File: config.mk
export PLATFORM = sky130hd
export DESIGN_NAME = bus_reg_bank
export DESIGN_NICKNAME = d
export VERILOG_FILES = /design/src/rtl/bus_pkg.sv /design/src/rtl/bus_rd_pipe.sv /design/src/rtl/bus_reg_bank.sv
export SDC_FILE = /design/constraint.sdc
export NUM_CORES = 1
export LEC_CHECK = 0
export CORE_MARGIN = 3
export CORE_UTILIZATION = 38
export DETAILED_ROUTE_END_ITERATION = 10
export GPL_TIMING_DRIVEN = 0
export PLACE_DENSITY = 0.84
export SLEW_MARGIN = 30
export SYNTH_ARGS = -nofsm -noshare
export SYNTH_HDL_FRONTEND = slang
export SYNTH_SLANG_ARGS = --single-unit
File: constraint.sdc
create_clock -name i_Bus_Clk -period 1.57 [get_ports i_Bus_Clk]
set_input_delay 0.2355 -clock i_Bus_Clk [delete_from_list [all_inputs] [get_ports i_Bus_Clk]]
set_output_delay 0.2355 -clock i_Bus_Clk [all_outputs]
set_load 0.05 [all_outputs]
File: src/rtl/bus_pkg.sv
// Shared definitions for bus-mapped slaves: register access modes,
// mode precedence resolution and the read-data reset value.
package bus_pkg;

   // Access mode of one register in the bank.
   typedef enum logic [1:0] {
      MODE_RW    = 2'd0,
      MODE_RO    = 2'd1,
      MODE_W1C   = 2'd2,
      MODE_PULSE = 2'd3
   } bus_mode_e;

   // Value driven on the read-data output after reset (sliced to the bus width).
   localparam logic [31:0] RD_DATA_RST = 32'h0000_0000;

   // Resolve one register's mode from its mask bits; RO > W1C > PULSE > RW.
   function automatic bus_mode_e mode_of(input logic ro_bit,
                                         input logic w1c_bit,
                                         input logic pulse_bit);
      bus_mode_e mode;
      if (ro_bit) begin
         mode = MODE_RO;
      end else if (w1c_bit) begin
         mode = MODE_W1C;
      end else if (pulse_bit) begin
         mode = MODE_PULSE;
      end else begin
         mode = MODE_RW;
      end
      return mode;
   endfunction

endpackage

File: src/rtl/bus_rd_pipe.sv
// Fixed-latency read-return pipe: RD_LATENCY stages of {valid, err, data}.
// Data only advances with a valid entry, so the last stage holds the most
// recent returned value while valid is low. Err is forced low with valid.
module bus_rd_pipe
   import bus_pkg::*;
#(
   parameter int DATA_WIDTH = 8,
   parameter int RD_LATENCY = 1
) (
   input  logic                  i_Bus_Clk,
   input  logic                  i_Bus_Rst,
   input  logic                  i_Vld,
   input  logic                  i_Err,
   input  logic [DATA_WIDTH-1:0] i_Data,
   output logic                  o_Vld,
   output logic                  o_Err,
   output logic [DATA_WIDTH-1:0] o_Data
);

   logic                  vld_r  [RD_LATENCY];
   logic                  err_r  [RD_LATENCY];
   logic [DATA_WIDTH-1:0] data_r [RD_LATENCY];

   // Shift read results toward the output; reset discards anything in flight.
   always_ff @(posedge i_Bus_Clk) begin
      if (i_Bus_Rst) begin
         for (int k = 0; k < RD_LATENCY; k++) begin
            vld_r[k]  <= 1'b0;
            err_r[k]  <= 1'b0;
            data_r[k] <= RD_DATA_RST[DATA_WIDTH-1:0];
         end
      end else begin
         vld_r[0] <= i_Vld;
         err_r[0] <= i_Vld & i_Err;
         if (i_Vld) begin
            data_r[0] <= i_Data;
         end
         for (int k = 1; k < RD_LATENCY; k++) begin
            vld_r[k] <= vld_r[k-1];
            err_r[k] <= err_r[k-1];
            if (vld_r[k-1]) begin
               data_r[k] <= data_r[k-1];
            end
         end
      end
   end

   assign o_Vld  = vld_r[RD_LATENCY-1];
   assign o_Err  = err_r[RD_LATENCY-1];
   assign o_Data = data_r[RD_LATENCY-1];

endmodule

File: src/rtl/bus_reg_bank.sv
// Parametrised bus-mapped register bank with per-register RW / RO / W1C /
// PULSE access modes, per-register write strobes and out-of-range read error.
module bus_reg_bank
   import bus_pkg::*;
#(
   parameter int                             DATA_WIDTH = 8,
   parameter int                             ADDR_WIDTH = 4,
   parameter int                             NUM_REGS   = 16,
   parameter int                             RD_LATENCY = 1,
   parameter logic [NUM_REGS-1:0]            RO_MASK    = '0,
   parameter logic [NUM_REGS-1:0]            W1C_MASK   = '0,
   parameter logic [NUM_REGS-1:0]            PULSE_MASK = '0,
   parameter logic [NUM_REGS*DATA_WIDTH-1:0] INIT_FLAT  = '0
) (
   input  logic                           i_Bus_Clk,
   input  logic                           i_Bus_Rst,
   input  logic                           i_Bus_CS,
   input  logic                           i_Bus_Wr_Rd_n,
   input  logic [ADDR_WIDTH-1:0]          i_Bus_Addr,
   input  logic [DATA_WIDTH-1:0]          i_Bus_Wr_Data,
   output logic [DATA_WIDTH-1:0]          o_Bus_Rd_Data,
   output logic                           o_Bus_Rd_DV,
   output logic                           o_Bus_Rd_Err,
   input  logic [NUM_REGS*DATA_WIDTH-1:0] i_Reg_Flat,
   output logic [NUM_REGS*DATA_WIDTH-1:0] o_Reg_Flat,
   output logic [NUM_REGS-1:0]            o_Reg_Wr_Strb
);

   localparam logic [ADDR_WIDTH:0] NUM_REGS_W = (ADDR_WIDTH+1)'(NUM_REGS);

   logic                           rd_acc_s;
   logic                           addr_in_range_s;
   logic [DATA_WIDTH-1:0]          rd_data_s;
   logic                           rd_err_s;
   logic [DATA_WIDTH-1:0]          rd_view_s [NUM_REGS];
   logic [NUM_REGS*DATA_WIDTH-1:0] reg_flat_s;
   logic [NUM_REGS-1:0]            wr_strb_s;

   assign rd_acc_s        = i_Bus_CS & ~i_Bus_Wr_Rd_n;
   assign addr_in_range_s = ({1'b0, i_Bus_Addr} < NUM_REGS_W);

   for (genvar i = 0; i < NUM_REGS; i++) begin : g_reg
      localparam bus_mode_e MODE = mode_of(RO_MASK[i], W1C_MASK[i], PULSE_MASK[i]);
      localparam logic [DATA_WIDTH-1:0] RST_VAL =
         (MODE == MODE_RW) ? INIT_FLAT[i*DATA_WIDTH +: DATA_WIDTH] : {DATA_WIDTH{1'b0}};

      logic                  wr_hit_s;
      logic [DATA_WIDTH-1:0] ext_s;
      logic [DATA_WIDTH-1:0] reg_r;
      logic                  strb_r;

      assign wr_hit_s = i_Bus_CS & i_Bus_Wr_Rd_n & (i_Bus_Addr == ADDR_WIDTH'(i));
      assign ext_s    = i_Reg_Flat[i*DATA_WIDTH +: DATA_WIDTH];

      // Register update by access mode; strobe fires on any in-range write, RO included.
      always_ff @(posedge i_Bus_Clk) begin
         if (i_Bus_Rst) begin
            reg_r  <= RST_VAL;
            strb_r <= 1'b0;
         end else begin
            strb_r <= wr_hit_s;
            case (MODE)
               MODE_RW: begin
                  if (wr_hit_s) begin
                     reg_r <= i_Bus_Wr_Data;
                  end
               end
               MODE_RO:    reg_r <= {DATA_WIDTH{1'b0}};
               // Set is OR-ed after the clear so a simultaneous set wins.
               MODE_W1C:   reg_r <= (reg_r & ~(wr_hit_s ? i_Bus_Wr_Data : {DATA_WIDTH{1'b0}})) | ext_s;
               MODE_PULSE: reg_r <= wr_hit_s ? i_Bus_Wr_Data : {DATA_WIDTH{1'b0}};
               default:    reg_r <= RST_VAL;
            endcase
         end
      end

      assign reg_flat_s[i*DATA_WIDTH +: DATA_WIDTH] = reg_r;
      assign wr_strb_s[i]                           = strb_r;
      // RO registers read back the user-logic value, all others their own contents.
      assign rd_view_s[i] = (MODE == MODE_RO) ? ext_s : reg_r;
   end

   // Select read data by address; out-of-range addresses return zero with error.
   always_comb begin
      rd_data_s = {DATA_WIDTH{1'b0}};
      rd_err_s  = ~addr_in_range_s;
      for (int k = 0; k < NUM_REGS; k++) begin
         rd_data_s = rd_data_s |
                     ((i_Bus_Addr == ADDR_WIDTH'(k)) ? rd_view_s[k] : {DATA_WIDTH{1'b0}});
      end
   end

   bus_rd_pipe #(
      .DATA_WIDTH (DATA_WIDTH),
      .RD_LATENCY (RD_LATENCY)
   ) u_rd_pipe (
      .i_Bus_Clk (i_Bus_Clk),
      .i_Bus_Rst (i_Bus_Rst),
      .i_Vld     (rd_acc_s),
      .i_Err     (rd_err_s),
      .i_Data    (rd_data_s),
      .o_Vld     (o_Bus_Rd_DV),
      .o_Err     (o_Bus_Rd_Err),
      .o_Data    (o_Bus_Rd_Data)
   );

   assign o_Reg_Flat    = reg_flat_s;
   assign o_Reg_Wr_Strb = wr_strb_s;

endmodule

Word-level counts from Yosys, hierarchy flattened

Memory sizes are Yosys's and may differ from the RTL's.
Index checks and enable logic that the tools add are counted.

Bits of input ports: 144
Memories: 2
Register bits: 144
Output and inout port bits: 154
Bits in writable memories: 9
Logic and storage cells: 112

Memory list:

| memory           | words | bits a word | rd ports | clocked after memory_dff | wr ports | line              | RTL |
|---|---|---|---|---|---|---|---|
| u_rd_pipe.data_r | 1     | 8           | 1        | 0                        | 1        | bus_rd_pipe.sv:22 | `logic [DATA_WIDTH-1:0] data_r [RD_LATENCY];` |
| u_rd_pipe.vld_r  | 1     | 1           | 1        | 0                        | 1        | bus_rd_pipe.sv:20 | `logic vld_r [RD_LATENCY];` |

Reduce and logical (&&, ||, !) cells: 3
Eq/ne operators: 15
Bitwise gates (word level): 34
Multiplexer cells: 26

Operators with widths:

| kind                                                 | number |
|---|---|
| 2-to-1 mux 8 bit                                     | 17 |
| OR 8 bit                                             | 15 |
| equality test 4 bit (second input constant)          | 8 |
| AND 1 bit                                            | 18 |
| equality test 4 x 3 -> 1 bit (second input constant) | 4 |
| 2-to-1 mux 1 bit                                     | 9 |
| equality test 4 x 2 -> 1 bit (second input constant) | 2 |
| OR reduction 8 bit                                   | 1 |
| equality test 4 x 1 -> 1 bit (second input constant) | 1 |
| logical NOT 4 bit                                    | 1 |
| NOT 1 bit                                            | 1 |
| OR reduction 1 bit                                   | 1 |

Logic depth before layout (Yosys ltp)

Word-level depth: 18
Gate-level depth with buffers: 7

Cells and area by module

From an unflattened synthesis, not the netlist that was laid out.

Cell total of the unflattened synthesis: 806
Area total of the unflattened synthesis: 6744.0 um2

By module, submodules not included:

| module       | sequential area each (um2) | area each (um2) | instances | cells each |
|---|---|---|---|---|
| bus_reg_bank | 2882.8                     | 6353.6          | 1         | 783 |
| bus_rd_pipe  | 280.3                      | 390.4           | 1         | 23 |

Worst setup path before layout

OpenSTA, ideal clock, no wires.

Path type: flip-flop to flip-flop
From: reg g_reg[10].reg_r[6]
To: mem u_rd_pipe.data_r[0][6], data pin
Data required time: 1.418 ns
Arrival time: 1.449 ns
Setup slack: -0.031 ns
Stages on the path, launching flop included: 5
Buffers on the path: 0
Cell sequence: dfxtp_1 -> mux2i_1 -> mux2_2 -> or3_1 -> a31oi_1

Longest elaborated chain between the ends: 8

RTL lines:

| item                              | line               | RTL |
|---|---|---|
| start, declared                   | bus_reg_bank.sv:49 | `logic [DATA_WIDTH-1:0] reg_r;` |
| start signal, assigned            | bus_reg_bank.sv:65 | `reg_r <= i_Bus_Wr_Data;` |
| start signal, assigned            | bus_reg_bank.sv:68 | `MODE_RO: reg_r <= {DATA_WIDTH{1'b0}};` |
| start signal, assigned            | bus_reg_bank.sv:70 | `MODE_W1C: reg_r <= (reg_r & ~(wr_hit_s ? i_Bus_Wr_Data : {DATA_WIDTH{1'b0}})) \| ext_s;` |
| 2-to-1 mux 8 bit                  | bus_reg_bank.sv:89 | `((i_Bus_Addr == ADDR_WIDTH'(k)) ? rd_view_s[k] : {DATA_WIDTH{1'b0}});` |
| OR 8 bit (6 in a row)             | bus_reg_bank.sv:88 | `rd_data_s = rd_data_s \|` |
| 2-to-1 mux 8 bit (no source line) | --                 |  |
| end, declared                     | bus_rd_pipe.sv:22  |  |

No other way between the ends.

Worst setup path after layout

From: reg g_reg[6].reg_r[7]
To: mem u_rd_pipe.data_r[0][7], data pin

Longest elaborated chain between the ends: 12

RTL lines:

| item                              | line |
|---|---|
| start, declared                   | bus_reg_bank.sv:49 |
| start signal, assigned            | bus_reg_bank.sv:65 |
| start signal, assigned            | bus_reg_bank.sv:68 |
| start signal, assigned            | bus_reg_bank.sv:70 |
| 2-to-1 mux 8 bit                  | bus_reg_bank.sv:89 |
| OR 8 bit (10 in a row)            | bus_reg_bank.sv:88 |
| 2-to-1 mux 8 bit (no source line) | -- |

No other way between the ends.

==> impl_metrics.tcl <==
set metrics [dict create \
    outcome "finished, violations left" \
    violations "setup timing" \
    instances_no_fill 1136 \
    cts_tree "done" \
    crit_type "reg -> reg" \
    antenna_left 0 \
    critPathArrivalTime_ns 1.75 \
    cts-hold-fix-buffers 0 \
    synthFlopType "dfxtp_1" \
    max_cap_viol_count 0 \
    start_util_pct 39.4 \
    irDropWorstVdd_v 0.000734 \
    ys_seq_area_share_pct 47.2 \
    reg2reg_depth 3 \
    dieArea_um2 19100 \
    die_w_um 138 \
    yosysWarnings 0 \
    viasPerCell 5.76 \
    final.setup_skew_ns 0.00846 \
    hp-start "i_Bus_Addr[3]" \
    hold_path.class "in -> reg" \
    p_per_area_nw_per_um2 977 \
    tns_ns -0.0745 \
    synth_common_cells "dfxtp_1, nand2_1, a21oi_1, o21ai_0, nor2_1" \
    ys_types 42 \
    synth_edf_count 8 \
    drive_gt1_share_pct 28.8 \
    grt_pass1_wl_um 38700 \
    syn_area_per_cell_um2 9.32 \
    clockBufferDepth 2 \
    numPortBuffers 165 \
    cp-start-kind "flip-flop" \
    hold_ws_ns 0.417 \
    multi_input_area_um2 3120 \
    r2r-end "u_rd_pipe.data_r[0][7]" \
    syn-num-nets 858 \
    syn-cell-area_um2 6660 \
    clock-root-buffer "clkbuf_16" \
    reg2reg_from "g_reg[6].reg_r[7]" \
    finalCritPeriodShare_pct 103 \
    yosysTopAreaCellShare_pct 43.6 \
    dpl.cell_count 1099 \
    synth_top_area_cell "dfxtp_1" \
    synth_most_common_cell "dfxtp_1" \
    tightest_slew_ns 0.740 \
    hold_viol_final 0 \
    via_count 6545 \
    cts.sinks 153 \
    nNetsFinal 1045 \
    drtIter0Drc 970 \
    io_pins 298 \
    drv_slew 0 \
    overflow 0 \
    clock_latency_ns 0.43 \
    required_ns 1.70 \
    seqCellArea_um2 3150 \
    drc 0 \
    synthCells 714 \
    routed_wl_um 26000 \
    ys_seq_elements 153 \
    grt_max_degree 17 \
    clkTransAtPathRegs_ns 0.06 \
    synth-async-reset-ratio_pct 0 \
    hold_end "g_reg[15].reg_r[6]" \
    relSlewSlack_pct 50.7 \
    fin_ws_ns -0.0515 \
    dr.pass1.iters 6 \
    core-area_um2 16900 \
    grtUsageTotal_pct 26.2 \
    setup_viol 2 \
    path_max_fanout 3 \
    nFillCells 1496 \
    numCtsBuffers 17 \
    worstSetupEndpointType "flip-flop" \
    synth_area_leaders "dfxtp_1, mux2i_1, a21oi_1" \
    regToRegSetupSlack_ns -0.05 \
    rsz0062_at_grt "yes" \
    h-tree-depth 4 \
    leakage_nw 3.58 \
    antenna_found_initial 3 \
    globalplace.congestion 0.952 \
    drt-wirelength-per-cell_um 22.9 \
    area_growth_syn_to_layout_pct 35.9 \
    chipHeight_um 138 \
    holdPathStages 5 \
    fin_crit_ns 1.62 \
    grt_pass1_vias 6332 \
    dpl.hpwl_um 18600 \
    row_count 47 \
    max_freq_mhz 617 \
]
final cells by class:
type	count	share of cell area, %
Tap cell	220	3.04
Antenna cell	2	0.0553
Timing Repair Buffer	169	15.9
Clock inverter	7	1.01
Multi-Input combinational cell	476	34.4
Buffer	81	5.14
Inverter	3	0.124
Clock buffer	25	5.48
Sequential cell	153	34.8
flip-flops by register name (all words and copies together), names as in the netlist:
signal	count
g.strb_r	16
u_rd_pipe.data_r	8
g.reg_r	128
u_rd_pipe.vld_r	1
worst max-delay path, cell delays in order, from the launching register on:
cell and delay (ns):
dfxtp_1 0.34, mux2_2 0.31, a222oi_1 0.44, a31oi_1 0.24
placed cells by master (no fill, tap or decap), types with 8 or more instances in the layout:
master,n
a21oi_1,80
a32o_1,8
buf_2,12
buf_4,25
clkbuf_1,32
clkbuf_16,17
clkbuf_2,72
clkdlybuf4s15_1,23
clkdlybuf4s15_2,55
clkdlybuf4s50_1,9
dfxtp_1,138
dlygate4sd2_1,13
edfxtp_1,8
mux2_2,18
mux2i_1,51
mux4_2,14
nand2_1,91
nand3_1,9
nor2_1,55
nor2_4,8
nor3_1,10
o21ai_0,73
worst max path at each step:
stage,startpoint,to,slack [ns],cells past startpoint
3_3_place_gp,i_Bus_Rst,g_reg[8].strb_r,-0.94,5
5_1_grt,g_reg[14].reg_r[2],u_rd_pipe.data_r[0][2],-0.03,3
3_5_place_dp,i_Bus_Rst,g_reg[8].strb_r,-0.94,5
4_1_cts,g_reg[5].reg_r[3],o_Reg_Flat[43],0.0004,1
6_report,g_reg[6].reg_r[7],u_rd_pipe.data_r[0][7],-0.05,3
2_1_floorplan,g_reg[8].reg_r[6],u_rd_pipe.data_r[0][6],0.02,4
metal layers:
metal / global-route usage [%] / vias to the layer above / share of wire [%]
li1: - / 2881 / -
met1: 35.2 / 3053 / 40
met2: 38.1 / 528 / 42
met3: 9.91 / 81 / 14
met4: 10.6 / 2 / 3.8
met5: 0 / - / 0.027
per-stage QoR:
step	instance area, µm²	setup slack [ns]	utilization, %	total power, mW
after floorplan	6660	0.0178	-	4.50
after global placement	8590	-0.943	50.9	4.79
after detailed placement	8590	-0.936	50.9	4.80
after CTS	9240	0.000373	54.7	8.81
after global routing	9050	-0.0317	53.6	9.04
final	9050	-0.0515	53.6	8.84
power breakdown:
part	switching, mW	leakage [nW]	internal [mW]	total (mW)
Clock	1.60	0.287	2.50	4.11
Sequential	0.0274	1.26	3.95	3.98
Combinational	0.552	2.04	0.198	0.749
repair_timing:
item,in CTS,in global routing
gates resized for setup,337,123
buffers inserted,3,1
pin swaps,5,9
endpoints found under the setup margin,283,176
kinds of logic (layout without fill, tap and decap cells):
logic type	Yosys count	count (layout)	share of synthesized area, %
other	1	3	0.0563
AO/OA/AOI/OAI	186	186	15.6
flip-flops	153	153	47.2
buffers and inverters	85	285	6.88
multiplexers	90	90	16.6
AND/OR/NAND/NOR	199	199	13.6
Note: power is estimated with default switching activity, not from simulation.
==> RTL change (config.mk and constraints unchanged) <==
`DATA_WIDTH` is set to 8 in 2 places; all go to 9.
--- a/src/rtl/bus_rd_pipe.sv
+++ b/src/rtl/bus_rd_pipe.sv
@@ -6,3 +6,3 @@
 #(
-   parameter int DATA_WIDTH = 8,
+   parameter int DATA_WIDTH = 9,
    parameter int RD_LATENCY = 1
--- a/src/rtl/bus_reg_bank.sv
+++ b/src/rtl/bus_reg_bank.sv
@@ -5,3 +5,3 @@
 #(
-   parameter int                             DATA_WIDTH = 8,
+   parameter int                             DATA_WIDTH = 9,
    parameter int                             ADDR_WIDTH = 4,
Ports: changed (resized i_Bus_Wr_Data, i_Reg_Flat, o_Bus_Rd_Data and o_Reg_Flat); port bits go from 298 to 332. The function was not compared with the original's and may differ.
==> RTL change against the original RTL <==
The run still ends with setup timing left; sequential power grew 11%; power increased by 7.0%; utilization hardly changed; wire length increased by 14%; cell area up 12%; global-route usage is 1.1 points higher; die area up 9.9%; area after synthesis grew 10%; synthesized cell count rose by 11%; sequential cell count is 17 higher; setup slack improved by 31 ps.
==> RTL change: results (changes against the original RTL) <==
| Metric | Value |
|---|---|
| Violated checks | `setup timing` |
| Post-DP HPWL | `21.29 mm (+15%)` |
| Met2 capacity usage during global routing | `38.66% (+0.58 points)` |
| Worst setup skew after layout | `6.151 ps (-2.307 ps)` |
| Critical register-to-register path endpoint | `u_rd_pipe.data_r[0][5]` |
| Via count normalized by instance count | `5.759 (about the same)` |
| CP top delay family | `multiplexers` |
| Final RePlAce weighted congestion | `1.002 (+5.3%)` |
| Pre-CTS setup slack | `-969.0 ps (-33.15 ps)` |
| WHS Path Cells | `3 (-2)` |
| Crit path setup slack, layout | `-20.50 ps (+30.99 ps)` |
| Number of antenna diodes | `0 (-2)` |
| Number of synthesized flops with an enable pin | `9 (+1)` |
| Most instantiated cells after synthesis | `sky130_fd_sc_hd__dfxtp_1 (161), sky130_fd_sc_hd__nand2_1 (95), sky130_fd_sc_hd__a21oi_1 (91)` |
| Wire length of the first global-routing pass | `43.73 mm (+13%)` |
| Average detailed-routed wire length per instance | `23.42 um (+2.4%)` |
| Number of fill cells | `1652 (+10%)` |
| PortBufs | `182 (+10%)` |
| Total cell area at the placement stage | `0.009510 sq mm (+11%)` |
| Yosys cell types | `43 (+2.4%)` |
| Tightest Pin Transition | `736.2 ps (-3.784 ps)` |
| Net count after synthesis | `955 (+11%)` |
| Leakage dissipation | `3.833 nW (+7.1%)` |
| Met3 usage in global routing | `12.05% (+2.1 points)` |
| Detailed Route Iter0 Violations | `1019 (+5.1%)` |
| Setup violations, final | `1 (-1)` |
| Final layout net count | `1155 (+11%)` |
| Share of synthesized area occupied by flip-flops and latches | `47.55% (+0.33 points)` |
| Largest net degree at the start of global routing | `18 (+1)` |
| Worst path max stage delay | `520 ps (+80 ps)` |
| Cell types with the largest area share after synthesis | `sky130_fd_sc_hd__dfxtp_1 (44%), sky130_fd_sc_hd__mux2i_1 (11%), sky130_fd_sc_hd__a21oi_1 (6.2%)` |
| Status | `complete, but fails checks` |
| Mux share of post-synthesis cell area | `17.35% (+0.74 points)` |
## RTL change: cell count changes after synthesis, sizes merged, moves of 7 or more
| cell | unedited run | this run |
|---|---|---|
| o22ai | 1 | 8 |
| dfxtp | 145 | 161 |
| a222oi | 7 | 0 |
| nor2 | 66 | 79 |
| a32o | 8 | 0 |
| a22o | 0 | 7 |
| mux2 | 24 | 9 |
| mux2i | 52 | 79 |
| a21oi | 80 | 91 |
## RTL change: worst min-delay path by stage
stage,start,to,slack (ps)
after floorplan,i_Bus_Wr_Data[6],g_reg[0].reg_r[6],380
after global placement,g_reg[0].reg_r[6],g_reg[0].reg_r[6],450
after detailed placement,g_reg[0].reg_r[6],g_reg[0].reg_r[6],460
after CTS,i_Bus_Rst,g_reg[3].strb_r,260
after global routing,i_Bus_Rst,g_reg[3].strb_r,300
final,i_Bus_Rst,g_reg[3].strb_r,290
## RTL change: what timing repair did
item / in CTS / in global routing
hold buffers: 0 / 0
endpoints found under the setup margin: 288 / 91
pin swaps: 2 / 2
gates cloned: 1 / 0
gates resized for setup: 462 / 70
## RTL change: kinds of logic (layout without fill, tap and decap cells)
group                  after synthesis  in the layout
AND/OR/NAND/NOR                    221            221
AO/OA/AOI/OAI                      204            204
flip-flops                         170            170
multiplexers                       105            105
buffers and inverters               93            306
other                                1              1
## RTL change: routing by layer
metal | vias up | share of wire [%]
met5 | - | 0
met4 | 0 | 3.7
met3 | 66 | 15
met2 | 588 | 42
met1 | 3480 | 40
li1 | 3163 | -
## RTL change: area by class of cell
cell class                      count  area, sq um  share of cell area, %
Buffer                             87        491.7                  4.867
Inverter                            4        15.01                 0.1486
Sequential cell                   170         3503                  34.68
Timing Repair Buffer              183         1738                  17.20
Clock inverter                     15        161.4                  1.598
Tap cell                          260        325.3                  3.220
Clock buffer                       17        425.4                  4.211
Multi-Input combinational cell    531         3443                  34.08
## RTL change: power by group
| part | internal, mW | leakage, nW | switching (mW) |
|---|---|---|---|
| Clock | 2.25 | 0.278 | 1.94 |
| Sequential | 4.39 | 1.40 | 0.0315 |
| Combinational | 0.222 | 2.16 | 0.626 |
| Total | 6.86 | 3.83 | 2.60 |
## RTL change: worst reg2reg max path, stage by stage (launching register included)
cell                      delay (ps)
sky130_fd_sc_hd__dfxtp_1         330
sky130_fd_sc_hd__mux4_2          520
sky130_fd_sc_hd__a22oi_1         290
sky130_fd_sc_hd__a21oi_1         170
## RTL change: per-stage QoR
stage | TNS [ps] | util (%) | instances
6_report | -20.50 | 53.65 | 1267
3_5_place_dp | -85110 | 50.51 | 1236
3_3_place_gp | -79870 | 50.51 | 1236
2_1_floorplan | 0 | - | 794
5_1_grt | -2.556 | 53.65 | 1267
4_1_cts | 0 | 54.54 | 1268
